<file path="config.mk">
export PLATFORM = sky130hd
export DESIGN_NAME = seven_seg_scanner
export DESIGN_NICKNAME = d
export VERILOG_FILES = /design/src/rtl/seven_seg_scanner.sv
export SDC_FILE = /design/constraint.sdc
export NUM_CORES = 1
export LEC_CHECK = 0
export BUFFER_PORTS_ARGS = -buffer_cell sky130_fd_sc_hd__buf_2
export CORE_UTILIZATION = 48
export DETAILED_ROUTE_END_ITERATION = 7
export PLACE_DENSITY_LB_ADDON = 0.12
export SYNTH_ARGS = -nofsm -noshare
export SYNTH_HDL_FRONTEND = slang
export SYNTH_SLANG_ARGS = --single-unit
</file>
<file path="constraint.sdc">
create_clock -name clk -period 2 [get_ports clk]
set_input_delay 0.1 -clock clk [delete_from_list [all_inputs] [get_ports clk]]
set_output_delay 0.1 -clock clk [all_outputs]
set_load 0.02 [all_outputs]
</file>
<file path="src/rtl/seven_seg_scanner.sv">
// Time-multiplexed 4-digit seven-segment driver with blink, leading-zero and anti-ghost blanking.
// Latency: seg/an are registered, 1 clk from the live digit inputs and the scan state.
// Backpressure: none; free-running scan, and blink_tick is a single-cycle strobe.
module seven_seg_scanner #(
    parameter int REFRESH_DIV  = 100000,
    parameter int GHOST_CYCLES = 1000,
    parameter int LZ_BLANK     = 0
) (
    input  logic       clk,
    input  logic       rst,
    input  logic [3:0] digit0,
    input  logic [3:0] digit1,
    input  logic [3:0] digit2,
    input  logic [3:0] digit3,
    input  logic [3:0] blink_mask,
    input  logic       blink_tick,
    output logic [6:0] seg,
    output logic [3:0] an
);

    localparam int CW = (REFRESH_DIV > 1) ? $clog2(REFRESH_DIV) : 1;
    localparam logic [CW-1:0] SLOT_LAST = CW'(REFRESH_DIV - 1);
    localparam logic [CW-1:0] GHOST_END = CW'(GHOST_CYCLES);

    localparam logic [6:0] SEG_OFF = 7'b1111111;
    localparam logic [3:0] AN_OFF  = 4'b1111;

    logic [CW-1:0] slot_cnt;
    logic [1:0]    idx;
    logic          blink_phase;

    logic          slot_wrap;
    logic [3:0]    cur_digit;
    logic          in_ghost;
    logic          blink_off;
    logic          lz_off;
    logic          blank;
    logic [6:0]    seg_nxt;
    logic [3:0]    an_nxt;

    function automatic logic [6:0] decode(input logic [3:0] v);
        logic [6:0] s;
        case (v)
            4'd0:    s = 7'b1000000;
            4'd1:    s = 7'b1111001;
            4'd2:    s = 7'b0100100;
            4'd3:    s = 7'b0110000;
            4'd4:    s = 7'b0011001;
            4'd5:    s = 7'b0010010;
            4'd6:    s = 7'b0000010;
            4'd7:    s = 7'b1111000;
            4'd8:    s = 7'b0000000;
            4'd9:    s = 7'b0010000;
            default: s = 7'b0111111;
        endcase
        return s;
    endfunction

    assign slot_wrap = (slot_cnt == SLOT_LAST);

    always_comb begin
        cur_digit = digit0;
        lz_off    = 1'b0;
        case (idx)
            2'd0: cur_digit = digit0;
            2'd1: cur_digit = digit1;
            2'd2: cur_digit = digit2;
            default: cur_digit = digit3;
        endcase

        // A digit is a leading zero only if it and every digit to its left are zero.
        if (LZ_BLANK != 0) begin
            case (idx)
                2'd1: lz_off = (digit3 == 4'd0) && (digit2 == 4'd0) && (digit1 == 4'd0);
                2'd2: lz_off = (digit3 == 4'd0) && (digit2 == 4'd0);
                2'd3: lz_off = (digit3 == 4'd0);
                default: lz_off = 1'b0;
            endcase
        end

        in_ghost  = (slot_cnt < GHOST_END);
        blink_off = blink_mask[idx] && blink_phase;
        blank     = in_ghost || blink_off || lz_off;

        seg_nxt = decode(cur_digit);
        an_nxt  = ~(4'b0001 << idx);
        if (blank) begin
            seg_nxt = SEG_OFF;
            an_nxt  = AN_OFF;
        end
    end

    always_ff @(posedge clk) begin
        if (rst) begin
            slot_cnt    <= '0;
            idx         <= 2'd0;
            blink_phase <= 1'b0;
            seg         <= SEG_OFF;
            an          <= AN_OFF;
        end else begin
            if (slot_wrap) begin
                slot_cnt <= '0;
                idx      <= idx + 2'd1;
            end else begin
                slot_cnt <= slot_cnt + CW'(1);
            end
            if (blink_tick) begin
                blink_phase <= ~blink_phase;
            end
            seg <= seg_nxt;
            an  <= an_nxt;
        end
    end

endmodule
</file>
=== Word-level counts from Yosys, hierarchy flattened ===
Memory sizes are Yosys's and may differ from the RTL's. A register that Yosys moved wholly into a read port is not among the register bits.
Index checks and enable logic that the tools add are counted.

* Memories: 1
* Logic and storage cells: 23
* ROM bits: 112
* Output and inout port bits: 11
* Input bits: 23
* Bits in registers: 24

{| class="wikitable"
|+ Memory list
! memory !! words !! width !! rd ports !! clocked after Yosys merged registers in !! wr ports !! line !! source
|-
| (no name shown) || 16 || 7 || 1 || 1 || 0 || 43 || <nowiki>case (v)</nowiki>
|}

* Mux-type cells: 3
* Shift-type cells: 1
* Add/sub/neg operators: 2
* Magnitude comparators: 2
* Bitwise gates (word level): 2
* Equal/unequal tests: 3
* Reduce and logical (&&, ||, !) cells: 5

{| class="wikitable"
|+ Operator list
! kind !! count
|-
| $add 17x1->17 const B || 1
|-
| $eq 17x17->1 const B || 1
|-
| $lt 17x10->1 const B || 1
|-
| $pmux 4 s3 || 1
|-
| $not 4->4 || 1
|-
| $reduce_or 2->1 || 2
|-
| $shl 1x2->4 const A || 1
|-
| $lt 2x3->1 const B || 1
|-
| $add 2x1->2 const B || 1
|-
| $bmux 1 s2 || 1
|-
| $eq 2x1->1 const B || 1
|-
| $eq 2x2->1 const B || 1
|-
| $logic_not 2->1 || 1
|-
| $logic_and 1x1->1 || 1
|-
| $logic_or 1x1->1 || 1
|-
| $mux 1 || 1
|-
| $not 1->1 || 1
|}

=== Logic depth before layout (Yosys ltp) ===
Gate-level depths: netlist (run 1).

* Depth in word-level cells: 5
* Mapped depth: 9
* Gate-level depth less buffers: 9

=== Worst setup path after synthesis (run 1) ===
No wires, ideal clock.

* Path type: reg-to-reg
* Start point: register idx[0]
* End point: register seg[3]
* Setup slack: 0.034 ns
* Clock period less this slack: 1.966 ns
* Path buffers: 0
* Stages on the path, launching flop included: 8
* Arrival: 1.902 ns
* Data required time: 1.936 ns
* Library setup time: 0.064 ns
* Cells stage by stage: dfxtp_1 -> inv_1 -> ha_1 -> a22oi_1 -> a22o_1 -> clkinv_1 -> or4b_1 -> nand4_1

* Cells in the longest elaborated chain, start to end: 5
* Elaborated cells between the ends (all ways): 9
* Those cells by class: 2 x eq/ne; 3 x mux; 4 x reduce/logical

{| class="wikitable"
|+ Ends and longest elaborated chain
! element !! line !! source
|-
| start: declaration || 29 || <nowiki>logic [1:0] idx;</nowiki>
|-
| start signal: assignment || 103 || <nowiki>idx <= idx + 2'd1;</nowiki>
|-
| $bmux 1 s2 || 82 || <nowiki>blink_off = blink_mask[idx] && blink_phase;</nowiki>
|-
| $mux 1 (implied by the code) || 82 ||
|-
| $logic_and 1x1->1 || 82 ||
|-
| $logic_or 1x1->1 || 83 || <nowiki>blank = in_ghost || blink_off || lz_off;</nowiki>
|-
| $reduce_or 2->1 (no source line) || - ||
|-
| end: declaration || 17 || <nowiki>output logic [6:0] seg,</nowiki>
|}

Parallel ways exist; a longest one is shown, timed or not. The select of a mux whose other input is x is not followed.
A chain may end at the register's enable or synchronous reset.

=== Final worst setup path (run 1) ===
* Start point: register idx[1]
* End point: register seg[5]

Same word-level chain as after synthesis.

==> results of run 1 <==
worst paths after layout:
path / to / cells after the start
hold / removal: blink_phase / 3
setup reg to reg: seg[5] / 8
setup / recovery: seg[5] / 8
hold reg to reg: slot_cnt[0] / 1
registers in the layout, indices dropped and copies added (netlist names):
register	count
seg	7
idx	2
slot_cnt	17
blink_phase	1
an	4
layer usage:
metal / part of all wire, % / wire length [um] / up-vias / GRT usage (%)
met2: 47 / 1450 / 20 / 32.5
met5: 0 / 0 / - / 0
met3: 3.4 / 105 / 5 / 6.59
met1: 48 / 1470 / 628 / 25.4
li1: - / - / 691 / -
met4: 1.8 / 56 / 0 / 9.86
logic make-up after synthesis:
group,after synthesis,synth area share (%)
DFF,31,40.0
muxes,4,3.39
AOI/OAI and AO/OA,30,12.8
xor gates and xnor gates,13,7.34
buffers and inverters,19,5.49
and+or+nand+nor,63,23.7
adders and majority gates,9,7.26
area by class of cell:
cell class                 count  area, um2
sequential                    31        623
inverter                      13       48.8
fill                         296       1160
multi-input combinational    119        850
timing repair buffer          46        278
clock buffer                   6       41.3
tap                           44       55.1
critical path: stages, from the launching register on:
cell      delay, ns
dfxtp_2        0.36
inv_1          0.07
ha_2           0.21
a222oi_1       0.35
mux2i_1        0.16
buf_4          0.18
ha_1           0.17
nor3b_1        0.19
o21ai_0        0.09
power breakdown:
part	internal, W	switching, W	total, W
sequential	0.000624	0.00000600	0.000630
clock	0.000125	0.000197	0.000322
combinational	0.0000499	0.0000465	0.0000964
placed cells by master, fill, tap and decap left out, types with 5 or more instances in the layout:
cell type / netlist / layout
buf_2: 2 / 33
inv_1: 12 / 12
dfxtp_1: 31 / 29
nand4_1: 8 / 8
clkbuf_4: 0 / 5
a21oi_1: 6 / 6
xnor2_1: 9 / 9
o21ai_0: 10 / 10
nor2_1: 19 / 19
buf_4: 1 / 11
nand2_1: 10 / 10
ha_1: 9 / 7
what timing repair did:
| item | 4_1_cts | 5_1_grt |
|---|---|---|
| gates resized for setup | 2 | 3 |
| hold buffers | 1 | 0 |
| pin swaps | 0 | 1 |
| endpoints found under the hold margin | 2 | 0 |
| setup endpoints to repair | 2 | 4 |
through the flow:
stage | hold slack, ns | power (W)
5_1_grt | 0.0240 | 0.00110
3_3_place_gp | 0.347 | 0.000736
4_1_cts | 0.00397 | 0.00106
3_5_place_dp | 0.355 | 0.000740
6_report | 0.0133 | 0.00105
2_1_floorplan | 0.172 | 0.000694
==> metrics, run 1 <==
count of flip-flops with a built-in enable after synthesis=0; gr usage total=a little over 20%; Top FF cell, synth=dfxtp_1; Avg Vias per Cell=just over 5; Top Ports=34; Num Clock Sinks=31; first-pass GRT wire length=about 5.3 mm; FMAX=between 500 and 600 MHz; Max clock buf depth=2; area grow syn2layout=22.3%; core region area=between 3000 and 4000 um2; die footprint=roughly 3500 um2; Die H=58.8 um; critical path startpoint category=flip-flop; nets@finish=248; Inst Count DP=252; hpwl dp=~2.3 mm; routability cong.=0.781; count leader, synth=dfxtp_1; vias in the first global route=about 1,300; Initial DRC Count=73; RSZ-0062 raised after global routing=no; share of the synthesized area in the top cell type=about two fifths; status=finished clean; setup TNS=0 ns; CTS H-tree lvls=2; Die Wd=a little under 60 um; Hold/Removal Path Class=in2reg; Area contributors post-synth=dfxtp_1 40%, ha_1 7.3%, xnor2_1 5.1%; Distinct cells, synth=40; CTS tree=done; power density over cell area=553 nW/um2; IR drop worst, VDD=~0.00034 V; Rows=20; Avg WL per Cell=~12 um; number of max-cap violations=0; clock root buffer=clkbuf_4; Critical Path Sink Type=flip-flop; area leader, netlist=dfxtp_1; TritonCTS Buffers=5; final hold vios=0; post-CTS setup buffers=0; Post-Route WL=roughly 3 mm; Seq/Total Area, Yosys=about two fifths; Cell Area, Synth=between 1500 and 2000 um2; CP Class=reg2reg; CTS clk-pin slew, worst paths=around 0.09 ns; DR pass1 iterations=4; non-filler instance count after layout=259; GR Overflow Total=0; Worst slew margin=roughly three quarters; antenna cell count=0; Detail Route Antenna Nets=0; Least-Margin Pin Slew=about 0.37 ns; final number of max-transition violations=0; synth warn=0; Initial Util=between 50% and 60%; post-synth net total=~200; Worst R2R Setup Slack=around 0.12 ns; dpl cell area=1840 um2; Setup WS post-layout=0.120 ns; # DRC=0; fin util=~62%; Final Cycle Share=between 90% and 100%; syn_area_per_cell=between 9 and 10 um2; clk_lat worst skew=around 0.33 ns; ys async rst share=0%; proportion of layout cells with a drive suffix above 1=between 20 and 30%; port bufs=33; Clock Skews=between 0.004 and 0.005 ns; DR vias=around 1,300; Data arrival, critical path=around 2.1 ns; Pleak=around 0.74 nW; Hold Crit Start=blink_tick; largest net degree at the start of global routing=16; CP startpoint=idx[1]; Synth Register Bits=31; Worst Path Required=2.23 ns; fin area=~1900 um2; Tmin final=approximately 1.9 ns; worst-path maximum fanout=5; Synth Instances=approximately 170; reg2reg start=idx[1]; initial antenna violation count=0; synth cell count leaders=31 x dfxtp_1, 19 x nor2_1, 12 x inv_1, 10 x nand2_1, 10 x o21ai_0; DP Worst Slack=-0.000935 ns; # setup viols final=0
Power figures use the tool's default switching activity.
==> run 2, diff against run 1 <==
PLACE_DENSITY = 0.74   (was default)
PLACE_DENSITY_LB_ADDON = default   (was 0.12)
==> run 2 against run 1 <==
Against the previous run:
- combinational power shrank 4.7%
- via count shrank 1.1%
- setup slack got worse by 0.0019 ns
- critical path type unchanged
- critical endpoint unchanged
- largest cell class unchanged
==> metrics, run 2 (synthesis results as in run 1) <==
CP delay by family, top=compound AO/OA/AOI/OAI gates; Critical Path Sink Type=flip-flop; Top Ports=34 (unchanged); RSZ-0062 raised after global routing=no; WP buf/inv=2 (unchanged); Final Cycle Share=94.1% (about the same); CP max stage delay=0.34 ns (-0.02 ns); vias in the first global route=1,178 (-8.0%); DR pass1 iterations=4 (unchanged); Critical Path Most Common Cell=buf_4; Least-Margin Pin Slew=0.330 ns (-0.0422 ns); setup TNS=0 ns (unchanged); CTS Hold Bufs=0 (-1); final hold vios=0 (unchanged); FMAX=531 MHz (about the same); Rows=20 (unchanged); Worst R2R Setup Slack=0.12 ns (about the same); Detail Route Antenna Nets=0 (unchanged); final number of max-transition violations=0 (unchanged); routability cong.=0.783 (+0.32%); Worst Path Required=2.22 ns (about the same); Avg WL per Cell=11.8 um (-0.75%); number of max-cap violations=0 (unchanged); Fill cells=288 (-2.7%); TritonCTS Buffers=5 (unchanged); # setup viols final=0 (unchanged); Hold/Removal Path Class=in2reg; most frequent cells in the layout=33 x buf_2, 29 x dfxtp_1, 19 x nor2_1; Max clock buf depth=2 (unchanged); gr usage total=19.2% (-1.4 points); CTS clk-pin slew, worst paths=0.09 ns (about the same); nets@finish=246 (-0.81%); Worst path slowest cell=dfxtp_2; crit-path cells=buf_4 -> ha_2 -> a222oi_1 -> mux2i_1 -> buf_4 -> ha_1 -> nor3b_1 -> o21ai_1; # DRC=0 (unchanged); CP Class=reg2reg; IR drop worst, VDD=0.000396 V (+15%); initial antenna violation count=0 (unchanged); Die H=58.8 um (unchanged); Clock Skews=0.00808 ns (+0.00355 ns); Initial DRC Count=76 (+4.1%); power density over cell area=565 nW/um2 (+2.2%); clk_lat worst skew=0.32 ns (about the same); biggest regs=slot_cnt x17, seg x7, an x4; Die Wd=58.8 um (unchanged); hpwl dp=2.34 mm (+0.47%); die footprint=3460 um2 (unchanged); core region area=3050 um2 (unchanged); largest net degree at the start of global routing=16 (unchanged); CTS H-tree lvls=2 (unchanged); first-pass GRT wire length=5.00 mm (-5.6%); worst-path maximum fanout=5 (unchanged); DR vias=1,329 (-1.1%); area grow syn2layout=20.9%; Post-Route WL=3.06 mm (-0.75%); Data arrival, critical path=2.10 ns (about the same); clock root buffer=clkbuf_4; CTS tree=done; Hold Crit Start=rst; reg2reg start=idx[1]; Top reg by flops=slot_cnt; CP startpoint=idx[1]; critical path startpoint category=flip-flop; Tmin final=1.88 ns (+0.00187 ns); Pleak=0.732 nW (-1.0%); status=finished clean; proportion of layout cells with a drive suffix above 1=29.3% (unchanged); Tot Pwr=0.00106 W (+1.1%); Worst slew margin=77.8% (+2.8 points); antenna cell count=0 (unchanged); Avg Vias per Cell=5.13 (-1.1%); port bufs=33 (unchanged); Largest register FFs=17 (unchanged); Num Clock Sinks=31 (unchanged); Initial Util=50.8% (unchanged); most common cell after layout, fill and taps aside=buf_2; GR Overflow Total=0 (unchanged)
[run 2: power by group]
part           switching (W)  total (W)  internal (W)  leakage (nW)
logic              0.0000478  0.0000919     0.0000441         0.451
registers         0.00000596   0.000630      0.000624         0.252
clock network       0.000201   0.000338      0.000137        0.0293
[run 2: what timing repair did]
item | CTS | global route
endpoints found under the setup margin | 0 | 6
setup buffers | 0 | 0
resized for setup | 0 | 8
[run 2: layout make-up]
| class | instances | area (um2) | area share (%) |
|---|---|---|---|
| clock buffers | 7 | 45.0 | 2.40 |
| clock inverters | 1 | 5.00 | 0.267 |
| inverters | 13 | 48.8 | 2.60 |
| multi-input cells | 119 | 850 | 45.3 |
| flip-flops and latches | 31 | 623 | 33.2 |
| well taps | 44 | 55.1 | 2.94 |
| repair buffers | 44 | 248 | 13.2 |
[run 2: per-stage QoR]
step / cells / hold WS [ns] / utilization (%) / area [um2] / setup slack, ns
final: 259 / 0.00381 / 61.4 / 1870 / 0.118
after global routing: 259 / 0.0119 / 61.4 / 1870 / 0.00330
after CTS: 259 / 0.00605 / 61.1 / 1870 / 0.00224
after detailed placement: 251 / 0.354 / 59.5 / 1820 / 0.0408
after global placement: 251 / 0.347 / 59.5 / 1820 / 0.116
after floorplan: 169 / 0.172 / - / 1550 / 0.0336
[run 2: worst paths after layout]
kind              depth (start not counted)          end
setup / recovery                          8       seg[5]
hold reg to reg                           1  slot_cnt[0]
setup reg to reg                          8       seg[5]
hold / removal                            2       idx[0]
[run 2: routing by layer]
metal  wire length (um)  up-vias  GRT usage (%)  part of all wire (%)
li1                   -      691              -                     -
met1               1470      609           23.8                    48
met2               1460       24           30.8                    48
met3                 83        5           5.27                   2.7
met4                 42        0           9.18                   1.4
met5                  0        -              0                     0
==> run 3, diff against run 2 <==
CORE_UTILIZATION = 30   (was 48)
PLACE_DENSITY = 0.5   (was 0.74)
==> run 3 against run 2 <==
Against the previous run:
- setup slack improved by 0.025 ns
- clock-buffer cell count did not move
- die area rose by 58%
- first-iteration DRC count fell by 59%
- global-route usage fell by 5.3 points
- clock skew fell by 0.0018 ns
- via count rose by 1.4%
- hold slack improved by 0.065 ns
- routed wire length rose by 9.5%
- largest cell class unchanged
==> metrics, run 3 (synthesis results as in run 1) <==
final hold vios=0 (unchanged); worst-path maximum fanout=5 (unchanged); non-filler instance count after layout=288 (+11%); most frequent cells in the layout=33 x buf_2, 29 x dfxtp_1, 19 x nor2_1; CTS clk-pin slew, worst paths=0.07 ns (-0.02 ns); most common cell after layout, fill and taps aside=buf_2; clk_lat worst skew=0.27 ns (-0.05 ns); layer with the highest usage=met2; met2 Track Usage GR=22.6% (-8.2 points); antenna cell count=0 (unchanged); Worst Path Required=2.16 ns (-0.06 ns); met3 GRT Util=3.70% (-1.6 points); Inst Count DP=279 (+11%); reg2reg start=idx[0]; CTS Hold Bufs=0 (unchanged); first-pass GRT wire length=5.77 mm (+15%); Critical Path Sink Type=flip-flop; Tmin final=1.86 ns (-0.0254 ns); proportion of layout cells with a drive suffix above 1=31.7% (+2.4 points); Initial DRC Count=31 (-59%); gr usage total=13.9% (-5.3 points); Worst R2R Setup Slack=0.14 ns (+0.03 ns); vias in the first global route=1,321 (+12%); Clock Skews=0.00630 ns (-0.00178 ns); # setup viols final=0 (unchanged); Hold Crit Start=blink_tick; hpwl dp=2.51 mm (+7.4%); DR vias=1,348 (+1.4%); TritonCTS Buffers=5 (unchanged); initial antenna violation count=0 (unchanged); area grow syn2layout=28.0%; largest net degree at the start of global routing=16 (unchanged); Avg WL per Cell=11.6 um (-1.5%); Post-Route WL=3.35 mm (+9.5%); power density over cell area=599 nW/um2 (+6.0%); Least-Margin Pin Slew=0.345 ns (+0.0147 ns); Largest register FFs=17 (unchanged); R2R cell count=8 (unchanged); clock root buffer=clkbuf_8; nets@finish=252 (+2.4%); Detail Route Antenna Nets=0 (unchanged); Final Cycle Share=92.8% (-1.3 points); critical path startpoint category=flip-flop; CTS H-tree lvls=2 (unchanged); WHS Path Cells=3 (+1); DR pass1 iterations=4 (unchanged); number of max-cap violations=0 (unchanged); Data arrival, critical path=2.01 ns (-0.09 ns); Max clock buf depth=2 (unchanged); biggest regs=slot_cnt x17, seg x7, an x4; core region area=4850 um2 (+59%); RSZ-0062 raised after global routing=yes; Worst slew margin=77.0% (-0.78 points); status=finished clean; IR drop worst, VDD=0.000402 V (+1.5%); Die Wd=73.9 um (+26%); reg2reg end=seg[5]; routability cong.=0.770 (-1.7%); Die H=73.9 um (+26%); CTS tree=done; Hold/Removal Path Class=in2reg; Worst Hold End=blink_phase; GR Overflow Total=0 (unchanged); FMAX=539 MHz (+1.4%); met1 usage=17.6% (-6.2 points); Rows=25 (+25%); Top reg by flops=slot_cnt; Num Clock Sinks=31 (unchanged); Pleak=0.778 nW (+6.3%); CP Class=reg2reg; Avg Vias per Cell=4.68 (-8.8%); Initial Util=32.0% (-19 points); Top Ports=34 (unchanged); die footprint=5460 um2 (+58%); final number of max-transition violations=0 (unchanged); # DRC=0 (unchanged); Tot Pwr=0.00119 W (+12%); port bufs=33 (unchanged)
==> run 3: power by group <==
part	internal, W	total (W)	switching, W
sequential	0.000625	0.000631	0.00000608
combinational	0.0000481	0.0000964	0.0000483
clock	0.000244	0.000462	0.000218
==> run 3: worst max path at each step <==
stage               cells past startpoint    from  endpoint
floorplan                               7  idx[0]    seg[3]
global placement                        7  idx[0]    seg[3]
detailed placement                      8  idx[0]    seg[2]
CTS                                     8  idx[0]    seg[2]
global route                            8  idx[1]    seg[5]
finish                                  8  idx[0]    seg[5]
==> run 3: area by class of cell <==
cell class / instances / area, um2
Sequential cell: 31 / 623
Clock buffer: 7 / 76.3
Clock inverter: 1 / 5.00
Tap cell: 67 / 83.8
Multi-Input combinational cell: 119 / 855
Inverter: 13 / 48.8
Fill cell: 501 / 2860
Timing Repair Buffer: 50 / 293
==> run 3: routing by layer <==
layer	vias up	wire, um
met5	-	0
met1	626	1640
met3	2	86
met4	0	29
met2	17	1590
li1	703	-
==> run 3: per-stage QoR <==
stage                     util (%)  area, um2  hold slack [ns]  worst slack [ns]  setup TNS, ns
after floorplan                  -       1550            0.172            0.0336              0
after global placement        38.8       1880            0.337            0.0723              0
after detailed placement      38.8       1880            0.351            0.0286              0
after CTS                     40.7       1970           0.0654          0.000205              0
after global routing          40.9       1980           0.0772           -0.0144        -0.0144
final                         40.9       1980           0.0685             0.144              0
==> run 3: critical path, stage by stage, from the launching register on <==
cell and delay [ns]:
dfxtp_2 0.36, inv_1 0.07, ha_1 0.25, a222oi_1 0.29, mux2i_1 0.18, buf_4 0.17
ha_1 0.19, nor3b_2 0.15, o21ai_0 0.09
==> run 3: timing repair <==
item                                    in CTS  in global routing
resized for setup                            0                  7
cloned                                       0                  0
endpoints found under the setup margin       1                  6
setup buffers                                1                  0
pin swaps                                    0                  2
